File: src/rtl/nv_blkbox_src_pkg.sv
// Shared types and helpers for the multi-channel black-box stimulus source.
package nv_blkbox_src_pkg;

    localparam int unsigned CNT_W  = 16;
    localparam int unsigned MAX_W  = 32;

    typedef enum logic [1:0] {
        MODE_ZERO = 2'd0,
        MODE_ONES = 2'd1,
        MODE_INCR = 2'd2,
        MODE_LFSR = 2'd3
    } mode_e;

    // Galois right-shift LFSR step; value and polynomial are zero-extended
    // from the caller's WIDTH, so the result only needs truncating back.
    function automatic logic [MAX_W-1:0] lfsr_next(input logic [MAX_W-1:0] val,
                                                   input logic [MAX_W-1:0] poly);
        logic [MAX_W-1:0] sh;
        sh = val >> 1;
        return val[0] ? (sh ^ poly) : sh;
    endfunction

endpackage

File: src/rtl/nv_blkbox_src_chn.sv
// One stream: valid/ready FSM, pattern register and saturating beat counter.
module nv_blkbox_src_chn
    import nv_blkbox_src_pkg::*;
#(
    parameter int unsigned WIDTH = 8,
    parameter logic [WIDTH-1:0] POLY = WIDTH'(8'hB8)
) (
    input  logic             clk,
    input  logic             rst_n,
    input  logic             cfg_en,
    input  logic             load_ok,
    input  logic [WIDTH-1:0] load_pd,
    input  mode_e            mode,
    input  logic             prdy,
    output logic             pvld,
    output logic [WIDTH-1:0] pd,
    output logic [CNT_W-1:0] cnt
);

    typedef enum logic {ST_IDLE = 1'b0, ST_VALID = 1'b1} state_e;

    state_e           state_q, state_d;
    logic [WIDTH-1:0] pd_q, pd_d;
    logic [CNT_W-1:0] cnt_q, cnt_d;
    logic             accept;

    assign accept = (state_q == ST_VALID) && prdy;

    // Next state, next pattern value and counter update.
    always_comb begin
        state_d = state_q;
        pd_d    = pd_q;
        cnt_d   = cnt_q;
        unique case (state_q)
            ST_IDLE:  if (cfg_en) state_d = ST_VALID;
            ST_VALID: if (accept && !cfg_en) state_d = ST_IDLE;
            default:  state_d = ST_IDLE;
        endcase
        if (load_ok) begin
            pd_d  = load_pd;
            cnt_d = '0;
        end else if (accept) begin
            unique case (mode)
                MODE_INCR: pd_d = pd_q + WIDTH'(1);
                MODE_LFSR: pd_d = WIDTH'(lfsr_next(MAX_W'(pd_q), MAX_W'(POLY)));
                default:   pd_d = pd_q;
            endcase
            if (cnt_q != {CNT_W{1'b1}}) cnt_d = cnt_q + CNT_W'(1);
        end
    end

    // Channel state registers.
    always_ff @(posedge clk or negedge rst_n) begin
        if (!rst_n) begin
            state_q <= ST_IDLE;
            pd_q    <= '0;
            cnt_q   <= '0;
        end else begin
            state_q <= state_d;
            pd_q    <= pd_d;
            cnt_q   <= cnt_d;
        end
    end

    assign pvld = (state_q == ST_VALID);
    assign pd   = pd_q;
    assign cnt  = cnt_q;

endmodule

File: src/rtl/nv_blkbox_src_gen.sv
// Multi-channel deterministic stimulus / tie-off source with shared mode.
module nv_blkbox_src_gen
    import nv_blkbox_src_pkg::*;
#(
    parameter int unsigned WIDTH = 8,
    parameter int unsigned CHN   = 2,
    parameter logic [WIDTH-1:0] POLY = WIDTH'(8'hB8)
) (
    input  logic                   nvdla_core_clk,
    input  logic                   nvdla_core_rstn,
    input  logic [1:0]             cfg_mode,
    input  logic [WIDTH-1:0]       cfg_seed,
    input  logic                   cfg_load,
    input  logic                   cfg_en,
    output logic                   cfg_err,
    output logic [CHN-1:0]         src_pvld,
    input  logic [CHN-1:0]         src_prdy,
    output logic [CHN*WIDTH-1:0]   src_pd,
    output logic [CHN*CNT_W-1:0]   src_cnt
);

    mode_e mode_q, mode_d;
    logic  err_q, err_d;
    logic  load_ok;

    // A load is only safe when no channel holds an outstanding beat.
    assign load_ok = cfg_load && !cfg_en && !(|src_pvld);

    // Shared mode register and sticky error for rejected loads.
    always_comb begin
        mode_d = mode_q;
        err_d  = err_q;
        if (load_ok)       mode_d = mode_e'(cfg_mode);
        else if (cfg_load) err_d  = 1'b1;
    end

    // Shared configuration registers.
    always_ff @(posedge nvdla_core_clk or negedge nvdla_core_rstn) begin
        if (!nvdla_core_rstn) begin
            mode_q <= MODE_ZERO;
            err_q  <= 1'b0;
        end else begin
            mode_q <= mode_d;
            err_q  <= err_d;
        end
    end

    assign cfg_err = err_q;

    for (genvar i = 0; i < int'(CHN); i++) begin : g_chn
        logic [WIDTH-1:0] load_pd;
        logic [WIDTH-1:0] lfsr_seed;

        assign lfsr_seed = cfg_seed ^ WIDTH'(i);

        // Per-channel start value; LFSR avoids the all-zero lock-up state.
        always_comb begin
            load_pd = '0;
            unique case (mode_e'(cfg_mode))
                MODE_ONES: load_pd = '1;
                MODE_INCR: load_pd = cfg_seed + WIDTH'(i);
                MODE_LFSR: load_pd = (lfsr_seed == '0) ? WIDTH'(1) : lfsr_seed;
                default:   load_pd = '0;
            endcase
        end

        nv_blkbox_src_chn #(
            .WIDTH (WIDTH),
            .POLY  (POLY)
        ) u_chn (
            .clk     (nvdla_core_clk),
            .rst_n   (nvdla_core_rstn),
            .cfg_en  (cfg_en),
            .load_ok (load_ok),
            .load_pd (load_pd),
            .mode    (mode_q),
            .prdy    (src_prdy[i]),
            .pvld    (src_pvld[i]),
            .pd      (src_pd[i*WIDTH +: WIDTH]),
            .cnt     (src_cnt[i*CNT_W +: CNT_W])
        );
    end

endmodule

File: config.mk
export PLATFORM = sky130hd
export DESIGN_NAME = nv_blkbox_src_gen
export DESIGN_NICKNAME = d
export VERILOG_FILES = /design/src/rtl/nv_blkbox_src_pkg.sv /design/src/rtl/nv_blkbox_src_chn.sv /design/src/rtl/nv_blkbox_src_gen.sv
export SDC_FILE = /design/constraint.sdc
export NUM_CORES = 1
export LEC_CHECK = 0
export ABC_AREA = 1
export CAP_MARGIN = 20
export CORE_ASPECT_RATIO = 1.25
export CORE_MARGIN = 1
export CORE_UTILIZATION = 45
export CTS_BUF_LIST = sky130_fd_sc_hd__clkbuf_16
export DETAILED_ROUTE_END_ITERATION = 8
export HOLD_SLACK_MARGIN = 0.15
export PLACE_DENSITY = 0.79
export SLEW_MARGIN = 25
export SYNTH_ARGS = -nofsm -noshare
export SYNTH_HDL_FRONTEND = slang
export SYNTH_SLANG_ARGS = --single-unit
File: constraint.sdc
create_clock -name nvdla_core_clk -period 3.9 [get_ports nvdla_core_clk]
set_input_delay 0.78 -clock nvdla_core_clk [delete_from_list [all_inputs] [get_ports nvdla_core_clk]]
set_output_delay 0.78 -clock nvdla_core_clk [all_outputs]
set_load 0.01 [all_outputs]
# == Yosys cells after proc, flatten, opt, wreduce, memory -nomap -nowiden ==
# Cells that the tools add are included.
# op_classes
n_addsub,5
n_mul,0
div,0
order_cmp,0
eq_ne,7
n_shift,0
mux,23
n_bitwise,6
n_reduce_logical,21
# op_table
operator,count
2-to-1 mux 16 bit,6
2-to-1 mux 8 bit,8
case mux 8 bit (3 select lines),2
"adder 16 x 1 -> 16 bit, second input constant",2
"!= test 16 bit, second input constant",2
case mux 8 bit (2 select lines),2
"adder 8 x 1 -> 8 bit, second input constant",3
logical NOT 8 bit,2
AND reduction 2 bit,5
"== test 2 bit, second input constant",4
NOT 3 -> 4 bit,2
nonzero test 2 bit,4
logical AND 1 bit,6
NOT 1 bit,4
case mux 1 bit (2 select lines),2
2-to-1 mux 1 bit,3
nonzero test 3 bit,1
"== test 2 x 1 -> 1 bit, second input constant",1
logical NOT 1 bit,2
OR reduction 2 bit,1
# word_totals
regBits,53
latch_bits,0
ram_bits,0
romBits,0
in_bits,16
out_inout_bits,51
wordCells,70
mem_count,0

# == Logic depth before layout (Yosys ltp) ==
# Gate-level depths: netlist of the first run.
# depth
depth_word,5
depth_mapped,10

# == Modules after synthesis ==
# From an unflattened synthesis of the first run, not the netlist that was laid out.
# hier_totals
cells_unflattened,597
hier_area_um2,3932.5
# by_module_without_submodules
module,n_inst,cells_per_inst,area_per_inst_um2,seq_area_each_um2
nv_blkbox_src_chn,2,251,1702.9,625.6
nv_blkbox_src_gen,1,95,526.8,75.1

# == Worst setup path after synthesis of the first run ==
# No wires, ideal clock.
# synth_path
path_type,input port to flip-flop
from,input port cfg_load
to,register g_chn[0].u_chn.cnt_q[11]
setup_time_ps,83
arrival_time_ps,1662
t_required_ps,3817
path_slack_ps,2156
stages,7
n_path_buf,2
cell_sequence,inv_1 nor2_1 nand2_2 buf_2 clkbuf_1 nand3_1 o21ai_0
# synth_via
elab_chain_cells,4
elab_cells_between_ends,6
# synth_lines
item,line,text
"start, declared",nv_blkbox_src_gen.sv:13,"input logic cfg_load,"
logical AND 1 bit * (2 in a row),nv_blkbox_src_gen.sv:27,assign load_ok = cfg_load && !cfg_en && !(|src_pvld);
nonzero test 2 bit (no line),--,
AND reduction 2 bit (no line),--,
"end signal, assigned",nv_blkbox_src_chn.sv:61,cnt_q <= cnt_d;
"end, declared",nv_blkbox_src_chn.sv:24,"logic [CNT_W-1:0] cnt_q, cnt_d;"
# Every way passes the cells marked *; elsewhere a longest branch is shown, timed or not.
# A chain may end at the register's enable or synchronous reset.

# == Final worst setup path of the first run ==
# layout_path
from,input port cfg_en
to,register g_chn[1].u_chn.cnt_q[7]
# layout_via
elab_chain_cells,5
elab_cells_between_ends,7
# layout_lines
item,line,text
"start, declared",nv_blkbox_src_gen.sv:14,"input logic cfg_en,"
logical NOT 1 bit *,nv_blkbox_src_gen.sv:27,
logical AND 1 bit * (2 in a row),nv_blkbox_src_gen.sv:27,
nonzero test 2 bit (no line),--,
AND reduction 2 bit (no line),--,
"end signal, assigned",nv_blkbox_src_chn.sv:61,
"end, declared",nv_blkbox_src_chn.sv:24,
# Marks and branches as above.

==> run metrics, run 1 <==
Iter 0 DRT Violations=slightly above 300; worst vdd ir=234 uV; Diodes inserted=0; largest net degree at the start of global routing=30; clock latency on the worst-skew pair=0.29 ns; PnR worst setup slack=1.16 ns; Pwr Density=506 nW/um2; area leader, netlist=dfrtp_1; slowest stage delay, CP=0.47 ns; HP Class=input port to async pin; EDFF count, synth=0; Critical Path AT=~2.9 ns; Design Power=approximately 0.0024 W; post-synth net total=613; chip width=84.7 um; Post-CTS Hold Buffers=0; outcome=finished with violations; clk buf depth=2; max-cap violations=0; Worst EP required=about 4 ns; CP cell instances=clkdlybuf4s50_1 -> nor2_1 -> nand2_2 -> buf_4 -> nand3b_1 -> nand2b_1 -> nand2_2 -> inv_1 -> nand2_1 -> nand2_1; flops & latches, synth=53; full die area=8930 um2; Post-CTS Resized=0; core footprint=8290 um2; average wire per standard cell=13.4 um; Setup CP Type=input port to flip-flop; Async SR Flop Fraction=100%; Mapped Area=3850 um2; clk sinks=53; port buffer count=66; Setup violations, final=0; number of hold violations in the final report=0; fill cell count=772; FF-to-FF path depth=8; via count=3,998; Fin Hold WS=~0.47 ns; die height=105 um; layout cell share with drive strength beyond 1=3.54%; post-detail-place hpwl=7.47 mm; Seq/Total Area, Yosys=34.4%; clk_skew=0.00533 ns; total congestion overflow=0; Yosys top cell area share=34.4%; worst slew pin tran=0.772 ns; yosys warns=0; post-synth cell types=32; GPL Wtd Cong=0.968; post-route ant nets=0; Post CTS Setup Buffer Count=0; cts bufs inserted=5; Initial Utilization=46.5%; worst reg2reg setup slack=between 1.5 and 2 ns; row count=37; Post-Syn Instances=590; reg-to-reg endpoint=g_chn[0].u_chn.cnt[8]; Static Leak=between 2 and 2.5 nW; syn_area_per_cell=6.53 um2; H-tree depth=2; Slew headroom=48.4%; DRT Wirelength=10.0 mm; Final period util=70.3%; area grow syn2layout=23.1%; Avg Vias per Cell=5.36; Critical Path Start Type=input port; antenna violations before repair=0; Slew Viols, Final=0; CTS root buffer=clkbuf_16; failing checks=DRC; IO Pins=67; vias in the first global route=3,782; first-pass GRT wire length=16.9 mm; min cycle time layout=2.74 ns; crit path max fanout=27; crit end category=flip-flop; RSZ-0062 raised after global routing=false; RR Startpoint=g_chn[0].u_chn.cnt[0]; Tot GR Track Use=23.0%; Setup TNS Final=0 ns; fmax=365 MHz; drt drc=3; top post-synthesis cells by area=dfrtp_1 (34%), nand2_1 (19%), nand3_1 (7.8%), o21ai_0 (6.6%), inv_1 (6.3%); clock-pin slew on the worst setup and hold paths=0.07 ns; Synth Flop Type=dfrtp_1; DR pass1 iterations=7; nets=671; Setup WS pre-CTS=about 0.9 ns; Crit-path slowest cell=clkdlybuf4s50_1; CTS tree=built
## per-layer routing
metal | wire [um] | vias up | global-route usage (%)
met1 | 4040 | 1840 | 27.3
met5 | 0 | - | 0
met4 | 228 | 0 | 8.47
li1 | - | 2005 | -
met3 | 514 | 16 | 3.52
met2 | 5240 | 137 | 41.6
## cell usage in the layout, fill, tap and decap left out, types with 2 or more instances in the layout
cell type,count
nor2_2,2
nor2_1,53
xnor2_1,3
o21bai_1,9
a21oi_1,19
ha_1,7
nor3_1,7
nand3b_1,3
buf_4,4
nand2_2,2
clkdlybuf4s50_1,65
dfrtp_1,53
nand4_1,9
bufinv_16,2
clkbuf_16,5
o21ai_2,2
inv_1,65
nand2_1,199
o211ai_1,2
and2_1,3
o21ai_0,51
nand3_1,60
xor2_1,13
## synthesized netlist by cell type, types with 2 or more instances
master,count
buf_4,4
nor2_1,53
o21ai_2,2
ha_1,7
o21bai_1,9
inv_1,65
nand3b_1,3
dfrtp_1,53
buf_6,2
clkbuf_1,8
nor2_2,2
xnor2_1,3
nand4_1,9
nand2_1,199
nand2_2,2
xor2_1,13
a21oi_1,19
buf_2,5
nor3_1,7
o211ai_1,2
nand3_1,60
o21ai_0,51
and2_1,3
## cells by family after synthesis
kind of cell,share of synthesized area (%)
fa+ha+maj,2.27
simple gates,37.8
buf+inv,9.13
compound gates,12.7
xor+xnor,3.64
flops,34.4
## through the flow
step           util, %  cells  area (um2)
2_1_floorplan        -    590        3850
3_3_place_gp      54.9    738        4550
3_5_place_dp      54.9    738        4550
4_1_cts           57.2    746        4740
5_1_grt           57.2    746        4740
6_report          57.2    746        4740
## flip-flops by register name (all words and copies together), names as in the netlist
name	count
g_chn.u_chn.pd	16
mode_q	2
cfg_err	1
g_chn.u_chn.pvld	2
g_chn.u_chn.cnt	32
## power breakdown
part	switching (W)	internal, W
logic	0.000446	0.000448
clock network	0.000206	0.000367
registers	0.000247	0.000687
total	0.000899	0.00150
## worst max-delay path, delay by kind of cell
kind,cells,cell delay [ns]
and+or+nand+nor,7,1.20
buffers and inverters,3,0.95
## layout make-up
type | count | area, um2 | area share [%]
clock buffers | 5 | 125 | 2.64
clock inverters | 3 | 65.1 | 1.37
inverters | 65 | 244 | 5.15
multi-input cells | 453 | 2170 | 45.8
flip-flops and latches | 53 | 1330 | 28.0
well taps | 97 | 121 | 2.56
repair buffers | 70 | 686 | 14.5
## worst max path at each step
stage                         from                      to  slack [ns]  cells after the start
after floorplan           cfg_load  g_chn[0].u_chn.cnt[11]        2.16                      7
after global placement      cfg_en   g_chn[1].u_chn.cnt[7]        0.94                     10
after detailed placement    cfg_en   g_chn[1].u_chn.cnt[7]        0.88                     10
after CTS                   cfg_en   g_chn[1].u_chn.cnt[7]        1.19                     10
after global routing        cfg_en   g_chn[1].u_chn.cnt[4]        0.99                     10
final                       cfg_en   g_chn[1].u_chn.cnt[7]        1.16                     10
No activity file was read; power rests on OpenSTA's default activity.
==> run 2: changes to the inputs <==
==> constraint.sdc (replaced) <==
create_clock -name nvdla_core_clk -period 2.54 [get_ports nvdla_core_clk]
set_input_delay 0.508 -clock nvdla_core_clk [delete_from_list [all_inputs] [get_ports nvdla_core_clk]]
set_output_delay 0.508 -clock nvdla_core_clk [all_outputs]
set_load 0.01 [all_outputs]
==> run 2 against run 1 <==
  * The run still ends with DRC left
  * Final cell count is 0.80% higher
  * Die area stayed put
  * Routed wire length is 0.56% lower
  * Combinational power is 54% higher
  * Non-clock buffer count is 6 higher
  * Global-route usage is 0.58 points higher
  * Sequential power is 52% higher
  * Worst setup slack worse by 0.63 ns
  * Clock power is 18% higher
  * First-iteration DRC count is 17% lower
  * Sequential cell count stayed put
  * Critical endpoint unchanged
  * Largest cell class unchanged
  * Largest power group unchanged
  * Highest routed layer unchanged
==> run metrics, run 2 (synthesis gave the netlist of run 1 again) <==
Setup violations, final=0 (unchanged); area grow syn2layout=23.0% (about the same); power share of the sequential group=40.9% (+2.0 points); reg-to-reg endpoint=g_chn[1].u_chn.cnt[7]; Final period util=79.3%; number of hold violations in the final report=0 (unchanged); Worst EP required=2.72 ns (-1.36 ns); Iter 0 DRT Violations=257 (-17%); CP most frequent cell=nand2_1; CP cell instances=ha_1 -> inv_1 -> nor2_2 -> nand2_1 -> nor2_1 -> nand2b_1 -> nand2_2 -> inv_1 -> nand2_1 -> nand2_1; Static Leak=2.24 nW (+0.11%); vias in the first global route=3,838 (+1.5%); port buffer count=66 (unchanged); PnR worst setup slack=0.525 ns (-0.634 ns); core footprint=8290 um2 (unchanged); Initial Utilization=46.5% (unchanged); drt drc=3 (unchanged); Setup CP Type=flip-flop to flip-flop; Setup WS pre-CTS=0.219 ns (-0.663 ns); Crit-path slowest cell=dfrtp_1; crit end category=flip-flop; HP Class=input port to async pin; Tot GR Track Use=23.6% (+0.58 points); Avg Vias per Cell=5.33 (-0.57%); worst vdd ir=467 uV (+100%); total congestion overflow=0 (unchanged); Logic pwr share=39.6% (+2.3 points); average wire per standard cell=13.3 um (-1.4%); chip width=84.7 um (unchanged); Critical Path Start Type=flip-flop; clk buf depth=2 (unchanged); Pwr Density=734 nW/um2 (+45%); clk sinks=53 (unchanged); CTS root buffer=clkbuf_16; nets=677 (+0.89%); clk_skew=0.00573 ns (+0.000396 ns); clock network power share=19.5% (-4.4 points); fmax=496 MHz; Setup TNS Final=0 ns (unchanged); worst reg2reg setup slack=0.52 ns (-1.13 ns); max-cap violations=0 (unchanged); RSZ-0062 raised after global routing=false; DRT Wirelength=9.96 mm (-0.56%); max reg flops=32 (unchanged); worst slew pin tran=0.686 ns (-0.0859 ns); Sw Ratio=39.2% (+1.8 points); DR pass1 iterations=8 (+1); RR Startpoint=g_chn[1].u_chn.cnt[0]; CTS tree=built; Final Cell Area=4740 um2 (about the same); cts bufs inserted=5 (unchanged); die height=105 um (unchanged); via count=4,007 (+0.23%); failing checks=DRC; full die area=8930 um2 (unchanged); fill cell count=782 (+1.3%); GPL Wtd Cong=0.956 (-1.2%); P_sw=0.00136 W (+52%); post-route ant nets=0 (unchanged); Slew Viols, Final=0 (unchanged); commonest non-fill, non-tap cells in the layout=nand2_1 (199), inv_1 (65), clkdlybuf4s50_1 (65), nand3_1 (60); H-tree depth=2 (unchanged); slowest stage delay, CP=0.45 ns (-0.02 ns); min cycle time layout=around 2.0 ns; crit path max fanout=27 (unchanged); Post-CTS Resized=0 (unchanged); FF-to-FF path depth=10 (+2); Critical Path AT=2.19 ns (-0.74 ns); Diodes inserted=0 (unchanged); Fin Hold WS=0.329 ns (-0.141 ns); clock-pin slew on the worst setup and hold paths=0.07 ns (about the same); layout cell share with drive strength beyond 1=4.43% (+0.88 points); Slew headroom=54.3% (+5.9 points); IO Pins=67 (unchanged); outcome=finished with violations; Placed Area=4600 um2 (+0.99%); Post-CTS Hold Buffers=0 (unchanged); Post CTS Setup Buffer Count=0 (unchanged); antenna violations before repair=0 (unchanged); first-pass GRT wire length=17.4 mm (+2.8%); post-detail-place hpwl=7.34 mm (-1.7%); row count=37 (unchanged); clock latency on the worst-skew pair=0.29 ns (about the same); Pint=0.00211 W (+41%); most common cell after layout, fill and taps aside=nand2_1; largest net degree at the start of global routing=54 (+80%)
[run 2: layout make-up]
class / count / area (um2) / share of cell area [%]
well taps: 97 / 121 / 2.56
clock inverters: 3 / 17.5 / 0.370
clock buffers: 5 / 125 / 2.64
multi-input cells: 453 / 2170 / 45.9
inverters: 65 / 244 / 5.15
repair buffers: 76 / 731 / 15.4
flip-flops and latches: 53 / 1330 / 28.0
[run 2: worst max path at each step]
stage                     slack, ns                   from                     to
after floorplan                0.93  g_chn[0].u_chn.cnt[0]  g_chn[0].u_chn.cnt[6]
after global placement         0.30                 cfg_en  g_chn[1].u_chn.cnt[7]
after detailed placement       0.22                 cfg_en  g_chn[1].u_chn.cnt[7]
after CTS                      0.52  g_chn[1].u_chn.cnt[0]  g_chn[1].u_chn.cnt[7]
after global routing           0.30  g_chn[1].u_chn.cnt[0]  g_chn[1].u_chn.cnt[7]
final                          0.52  g_chn[1].u_chn.cnt[0]  g_chn[1].u_chn.cnt[7]
[run 2: per-layer routing]
layer,share of wire [%],track usage (%)
met3,3.5,2.66
met2,51,42.4
met1,43,29.0
met4,2.0,8.60
met5,0,0
[run 2: worst max-delay path, delay by kind of cell, from the launching register on]
kind	cells	cell delay, ns
AND/OR/NAND/NOR	7	0.98
adder cells (fa/ha/maj)	1	0.26
buffers and inverters	2	0.22
flip-flops	1	0.45
[run 2: power groups by stage]
stage | Clock [W] | Combinational (W) | Sequential, W
after floorplan | 0 | 0.000728 | 0.00141
after global placement | 0 | 0.00134 | 0.00143
after detailed placement | 0 | 0.00138 | 0.00143
after CTS | 0.000685 | 0.00139 | 0.00142
after global routing | 0.000720 | 0.00155 | 0.00147
final | 0.000676 | 0.00138 | 0.00142
[run 2: stage by stage]
stage	util [%]	power [W]	cells
floorplan	-	0.00214	590
global placement	55.5	0.00276	744
detailed placement	55.5	0.00281	744
CTS	57.2	0.00349	752
global route	57.2	0.00374	752
finish	57.2	0.00348	752
